<file path="config.mk">
export PLATFORM = sky130hd
export DESIGN_NAME = frequency_divisor_generator
export DESIGN_NICKNAME = d
export VERILOG_FILES = /design/src/rtl/frequency_divisor_generator.sv
export SDC_FILE = /design/constraint.sdc
export NUM_CORES = 1
export LEC_CHECK = 0
export CORE_ASPECT_RATIO = 1.4
export CORE_MARGIN = 3
export CORE_UTILIZATION = 55
export CTS_CLUSTER_DIAMETER = 80
export CTS_CLUSTER_SIZE = 25
export DETAILED_ROUTE_END_ITERATION = 10
export MAX_ROUTING_LAYER = met4
export PLACE_DENSITY = 0.79
export SYNTH_ARGS = -nofsm -noshare
export SYNTH_HDL_FRONTEND = slang
export SYNTH_SLANG_ARGS = --single-unit
export TNS_END_PERCENT = 5
</file>
<file path="constraint.sdc">
create_clock -name clk -period 4.5 [get_ports clk]
set_input_delay 0.675 -clock clk [delete_from_list [all_inputs] [get_ports clk]]
set_output_delay 0.675 -clock clk [all_outputs]
set_load 0.01 [all_outputs]
</file>
<file path="src/rtl/frequency_divisor_generator.sv">
// Push-button adjustable clock divisor: key_0 steps down, key_1 steps up, key_2 restores default.
// Keys are synchronized, held keys auto-repeat every repeat_period cycles, result saturates in range.
module frequency_divisor_generator #(
    parameter logic [31:0] max_divisor     = 32'd2272,
    parameter logic [31:0] min_divisor     = 32'd568,
    parameter logic [31:0] default_divisor = 32'd1136,
    parameter logic [31:0] step_size       = 32'd1,
    parameter logic [31:0] repeat_period   = 32'd1
) (
    input  logic        clk,
    input  logic        reset_n,
    input  logic        key_0,
    input  logic        key_1,
    input  logic        key_2,
    output logic [31:0] frequency_divisor
);

    localparam logic [31:0] DEFAULT_CLAMPED =
        (default_divisor < min_divisor) ? min_divisor :
        (default_divisor > max_divisor) ? max_divisor : default_divisor;
    localparam logic [31:0] LAST_COUNT = repeat_period - 32'd1;

    logic [2:0]  r_key_meta;
    logic [2:0]  r_key_sync;
    logic [31:0] r_divisor;
    logic [31:0] r_rpt_cnt;
    logic        r_dir_inc;

    logic        w_dec_req;
    logic        w_inc_req;
    logic        w_req;
    logic        w_step;
    logic [32:0] w_dec_floor;
    logic [32:0] w_inc_sum;
    logic [31:0] w_dec_value;
    logic [31:0] w_inc_value;
    logic [31:0] w_next_cnt;
    logic [31:0] w_step_cnt;

    always_comb begin
        w_dec_req = r_key_sync[0] & ~r_key_sync[1] & ~r_key_sync[2];
        w_inc_req = r_key_sync[1] & ~r_key_sync[0] & ~r_key_sync[2];
        w_req     = w_dec_req | w_inc_req;
        // A change of direction mid-count restarts the cadence and steps at once.
        w_step    = w_req & ((r_rpt_cnt == 32'd0) | (w_inc_req != r_dir_inc));

        w_dec_floor = {1'b0, min_divisor} + {1'b0, step_size};
        w_inc_sum   = {1'b0, r_divisor} + {1'b0, step_size};

        if ({1'b0, r_divisor} <= w_dec_floor) begin
            w_dec_value = min_divisor;
        end else begin
            w_dec_value = r_divisor - step_size;
        end

        if (w_inc_sum >= {1'b0, max_divisor}) begin
            w_inc_value = max_divisor;
        end else begin
            w_inc_value = w_inc_sum[31:0];
        end

        w_step_cnt = (LAST_COUNT == 32'd0) ? 32'd0 : 32'd1;
        w_next_cnt = (r_rpt_cnt >= LAST_COUNT) ? 32'd0 : r_rpt_cnt + 32'd1;
    end

    always_ff @(posedge clk) begin
        if (!reset_n) begin
            r_key_meta <= 3'b000;
            r_key_sync <= 3'b000;
            r_divisor  <= DEFAULT_CLAMPED;
            r_rpt_cnt  <= 32'd0;
            r_dir_inc  <= 1'b0;
        end else begin
            r_key_meta <= {key_2, key_1, key_0};
            r_key_sync <= r_key_meta;

            if (r_key_sync[2]) begin
                r_divisor <= DEFAULT_CLAMPED;
                r_rpt_cnt <= 32'd0;
            end else if (w_req) begin
                if (w_step) begin
                    r_divisor <= w_inc_req ? w_inc_value : w_dec_value;
                    r_rpt_cnt <= w_step_cnt;
                end else begin
                    r_rpt_cnt <= w_next_cnt;
                end
                r_dir_inc <= w_inc_req;
            end else begin
                r_rpt_cnt <= 32'd0;
            end
        end
    end

    assign frequency_divisor = r_divisor;

endmodule

</file>
### Word-level counts from Yosys, hierarchy flattened

Index checks and enable logic that the tools add are counted.

| operators by class | value |
|---|---|
| equality and inequality tests | 1 |
| reductions and logical operators | 5 |
| $add $sub $neg | 3 |
| bitwise gates (word level) | 12 |
| magnitude comparators | 3 |
| muxes and demuxes | 3 |

Operator list:

| cell | number |
|---|---|
| $mux W32 | 3 |
| $add A32 B1 Y33 const B | 1 |
| $ge A33 B12 Y1 const B | 1 |
| $add A32 B1 Y32 const B | 1 |
| $ge A32 B1 Y1 const B | 1 |
| $le A32 B10 Y1 const B | 1 |
| $logic_not A32 Y1 | 1 |
| $sub A32 B1 Y32 const B | 1 |
| $and A1 B1 Y1 | 5 |
| $not A1 Y1 | 5 |
| $reduce_or A5 Y1 | 1 |
| $reduce_and A2 Y1 | 2 |
| $or A1 B1 Y1 | 2 |
| $reduce_or A2 Y1 | 1 |
| $ne A1 B1 Y1 | 1 |

| word-level totals | value |
|---|---|
| bits in registers | 71 |
| word-level logic and storage cells | 32 |
| input bits | 5 |

### Longest topological paths before layout

| depth | value |
|---|---|
| depth in word-level cells | 7 |
| depth in mapped cells | 11 |
| mapped depth without buffers | 10 |

### Worst setup path after synthesis

No wires, ideal clock.

| timing | value |
|---|---|
| path kind | reg-to-reg |
| start point | register r_divisor[1] (netlist: frequency_divisor[1]) |
| end point | register r_divisor[24] (netlist: frequency_divisor[24]) |
| setup slack | 1,436 ps |
| data required time | 4,368 ps |
| data arrival time | 2,932 ps |
| buffers on the path | 1 |
| stages on the path, launching flop included | 12 |
| cell sequence | dfxtp_1 inv_1 ha_1 or3b_1 or3_1 or3b_1 or4_1 clkbuf_1 nor2_1 a21oi_1 o21ai_0 a21oi_1 |

| between the ends | value |
|---|---|
| word-level cells in the longest chain between the ends | 4 |

Ends and longest elaborated chain:

| element | RTL line | RTL |
|---|---|---|
| start, declared | 25 | `logic [31:0] r_divisor;` |
| start signal, assigned | 82 | `r_divisor <= w_inc_req ? w_inc_value : w_dec_value;` |
| $add A32 B1 Y33 | 48 | `w_inc_sum = {1'b0, r_divisor} + {1'b0, step_size};` |
| $ge A33 B12 Y1 | 56 | `if (w_inc_sum >= {1'b0, max_divisor}) begin` |
| $mux W32 | 56 |  |
| $mux W32 * | 82 |  |

Mark *: on every way between the ends. The rest lies on a longest branch, timed or not.
A chain may end at the register's enable or synchronous reset.

### Worst setup path after layout

| timing | value |
|---|---|
| start point | register r_divisor[0] (netlist: frequency_divisor[0]) |
| end point | register r_divisor[6] (netlist: frequency_divisor[6]) |

Same word-level chain as after synthesis.

==> insert_results.sql <==
INSERT INTO impl_metrics (metric_group, metric, value, unit) VALUES
('run_status', 'run_status', 'complete, no violations', ''),
('clocking', 'tritoncts', 'built', ''),
('power', 'seq_power_share', '52.7', '%'),
('finish', 'area_delta_synth_final', '13.3', '%'),
('routing', 'route.met2.wl', '4250', 'µm'),
('routing', 'drt_iter0_markers', '314', ''),
('floorplan', 'floorplan.die.width', '67.4', 'µm'),
('clocking', 'numClockSinks', '38', ''),
('clocking', 'htree_levels', '2', ''),
('setup_path', 'timing.critical_path.buf_inv', '0', ''),
('synth', 'synthCells', '414', ''),
('sta', 'drv_slew', '0', ''),
('clocking', 'cts_hold_repair.buffers', '0', ''),
('routing', 'dr_total_vias', '3247', ''),
('floorplan', 'core_area', '4950', 'µm²'),
('setup_path', 'worstSetupEndpointType', 'flip-flop', ''),
('floorplan', 'design.die.area', '6200', 'µm²'),
('setup_path', 'critPathLaunchType', 'flip-flop', ''),
('setup_path', 'crit_chain', 'ha_1 > nand4_1 > or3_1 > or4_1 > a211oi_1 > nand4_1 > nor3_1 > nand2b_1 > a41oi_1', ''),
('global_route', 'grt.overflow.total', '0', ''),
('routing', 'routed_wire_length_per_instance', '17.7', 'µm'),
('setup_path', 'timing.setup.critical_path_class', 'flip-flop to flip-flop', ''),
('synth', 'async_reset_ff_share', '0', '%'),
('setup_path', 'critical_path.slowest_cell', 'or4_1', ''),
('place', 'io_buffers', '36', ''),
('clocking', 'clock_path_buffers', '2', ''),
('sta', 'slew_headroom', '45.5', '%'),
('synth', 'synth_seq_area_share', '26.2', '%'),
('power', 'ir_worst_vdd', '0.140', 'mV'),
('clocking', 'cts-root-buf', 'clkbuf_8', ''),
('global_route', 'grt_pass1_vias', '3070', ''),
('floorplan', 'ios', '37', ''),
('place', 'dp_hpwl', '6390', 'µm'),
('sta', 'clock-skew-final', '0.00354', 'ns'),
('clocking', 'clk_latency', '0.29', 'ns'),
('sta', 'hold-worst-slack', '0.439', 'ns'),
('setup_path', 'crit_path_max_fanout', '11', ''),
('floorplan', 'start_util', '58.6', '%'),
('worst_hold_path', 'min-delay-path-class', 'flip-flop to flip-flop', ''),
('synth', 'post_synth_num_cell_types', '56', ''),
('synth', 'yosys.cell_count.top_type', 'nor2_1', ''),
('global_route', 'grt_usage', '31.0', '%'),
('power', 'p_clk_share', '33.6', '%'),
('routing', 'topRoutingLayerUsed', 'met4', ''),
('synth', 'syn-cell-area', '2900', 'µm²'),
('clocking', 'path_clk_slew', '0.08', 'ns'),
('routing', 'detail_routed_via_count_per_cell', '6.64', ''),
('setup_path', 'setup.worst_path.start', 'frequency_divisor[0]$_SDFFE_PP0P_', ''),
('power', 'net-switching-power', '0.199', 'mW'),
('synth', 'synth_top_cells_by_count', 'nor2_1 (52), o21ai_0 (41), dfxtp_1 (38)', ''),
('setup_path', 'critical_path.top_delay_family', 'simple AND/OR/NAND/NOR gates', ''),
('floorplan', 'placement_rows', '30', ''),
('sta', 'timing.final.crit_period', '3.50', 'ns'),
('synth', 'ys.flop_type', 'dfxtp_1', ''),
('routing', 'drtPass1Iterations', '6', ''),
('routing', 'drt-met1-wl', '3300', 'µm'),
('power', 'power.static_leakage', '1.10', 'nW'),
('setup_path', 'worst_path_most_repeated_cell', 'nand4_1', ''),
('clocking', 'cts_post_setup_buffers_inserted', '0', ''),
('power', 'power.share.combinational', '13.7', '%'),
('routing', 'wl_met3', '567', 'µm'),
('synth', 'postSynthNetCount', '422', ''),
('sta', 'final.period_utilization', '77.8', '%'),
('finish', 'number_of_antenna_repair_diodes', '0', ''),
('synth', 'yosys_warnings', '0', ''),
('power', 'switching_share', '29.1', '%'),
('global_route', 'grt_start_max_net_pins', '29', ''),
('routing', 'drtAntennaViolNets', '0', ''),
('place', 'gp_congestion', '0.981', ''),
('run', 'drv_cap', '0', ''),
('sta', 'fin_tns_setup', '0', 'ns');
[kinds of logic after synthesis]
kind of cell | count (synthesis) | share of synthesized area (%)
AO/OA/AOI/OAI | 124 | 26.3
adder cells (fa/ha/maj) | 3 | 1.29
flip-flops | 38 | 26.2
AND/OR/NAND/NOR | 188 | 34.3
buffers and inverters | 43 | 6.25
multiplexers | 4 | 1.38
XOR/XNOR | 14 | 4.23
[layer usage]
| layer | vias up | global-route usage, % |
|---|---|---|
| met5 | - | - |
| met2 | 169 | 48.8 |
| met4 | 0 | 20.5 |
| li1 | 1545 | - |
| met3 | 51 | 4.29 |
| met1 | 1482 | 35.7 |
[layout by cell type, fill, tap and decap left out, types with 9 or more instances in the layout]
| cell type | netlist | routed |
|---|---|---|
| a21oi_1 | 35 | 35 |
| and2_1 | 10 | 10 |
| clkdlybuf4s50_1 | 0 | 36 |
| dfxtp_1 | 38 | 38 |
| inv_1 | 9 | 9 |
| nand2_1 | 26 | 26 |
| nand2b_1 | 10 | 10 |
| nand3_1 | 16 | 16 |
| nand4_1 | 11 | 11 |
| nor2_1 | 52 | 52 |
| nor3_1 | 20 | 20 |
| nor4_1 | 14 | 14 |
| o21ai_0 | 41 | 41 |
| xnor2_1 | 10 | 10 |
[how the worst max path moves through the flow]
stage | endpoint | cells after the start
floorplan | frequency_divisor[24]$_SDFFE_PP0P_ | 11
global placement | frequency_divisor[6]$_SDFFE_PP1P_ | 9
finish | frequency_divisor[6]$_SDFFE_PP1P_ | 9
detailed placement | frequency_divisor[6]$_SDFFE_PP1P_ | 9
global route | frequency_divisor[6]$_SDFFE_PP1P_ | 9
CTS | frequency_divisor[6]$_SDFFE_PP1P_ | 9
[power groups by stage]
stage	Combinational, mW	Sequential [mW]	Clock, mW
2_1_floorplan	0.0695	0.360	0
3_3_place_gp	0.0919	0.368	0
3_5_place_dp	0.0921	0.369	0
4_1_cts	0.0926	0.361	0.234
5_1_grt	0.104	0.363	0.248
6_report	0.0936	0.361	0.230
[stage by stage]
step                      instance area, µm²  util [%]  worst slack [ns]  power (mW)  instances
after CTS                               3290      66.4              1.02       0.688        489
after global routing                    3290      66.4             0.756       0.715        489
final                                   3290      66.4              1.00       0.685        489
after detailed placement                3210      64.8              1.03       0.461        482
after global placement                  3210      64.8              1.21       0.460        482
after floorplan                         2900         -              1.44       0.430        414
[registers in the layout, summed over array words and instances (netlist names)]
register,flops
r_key_sync,3
frequency_divisor,32
r_key_meta,3
[final cells by class]
| cell class | count | share of cell area, % |
|---|---|---|
| clock inverters | 2 | 0.304 |
| repair buffers | 38 | 11.4 |
| clock buffers | 5 | 2.09 |
| multi-input cells | 333 | 59.6 |
| inverters | 9 | 1.03 |
| well taps | 64 | 2.44 |
| flip-flops and latches | 38 | 23.1 |
Power figures use the tool's default switching activity.
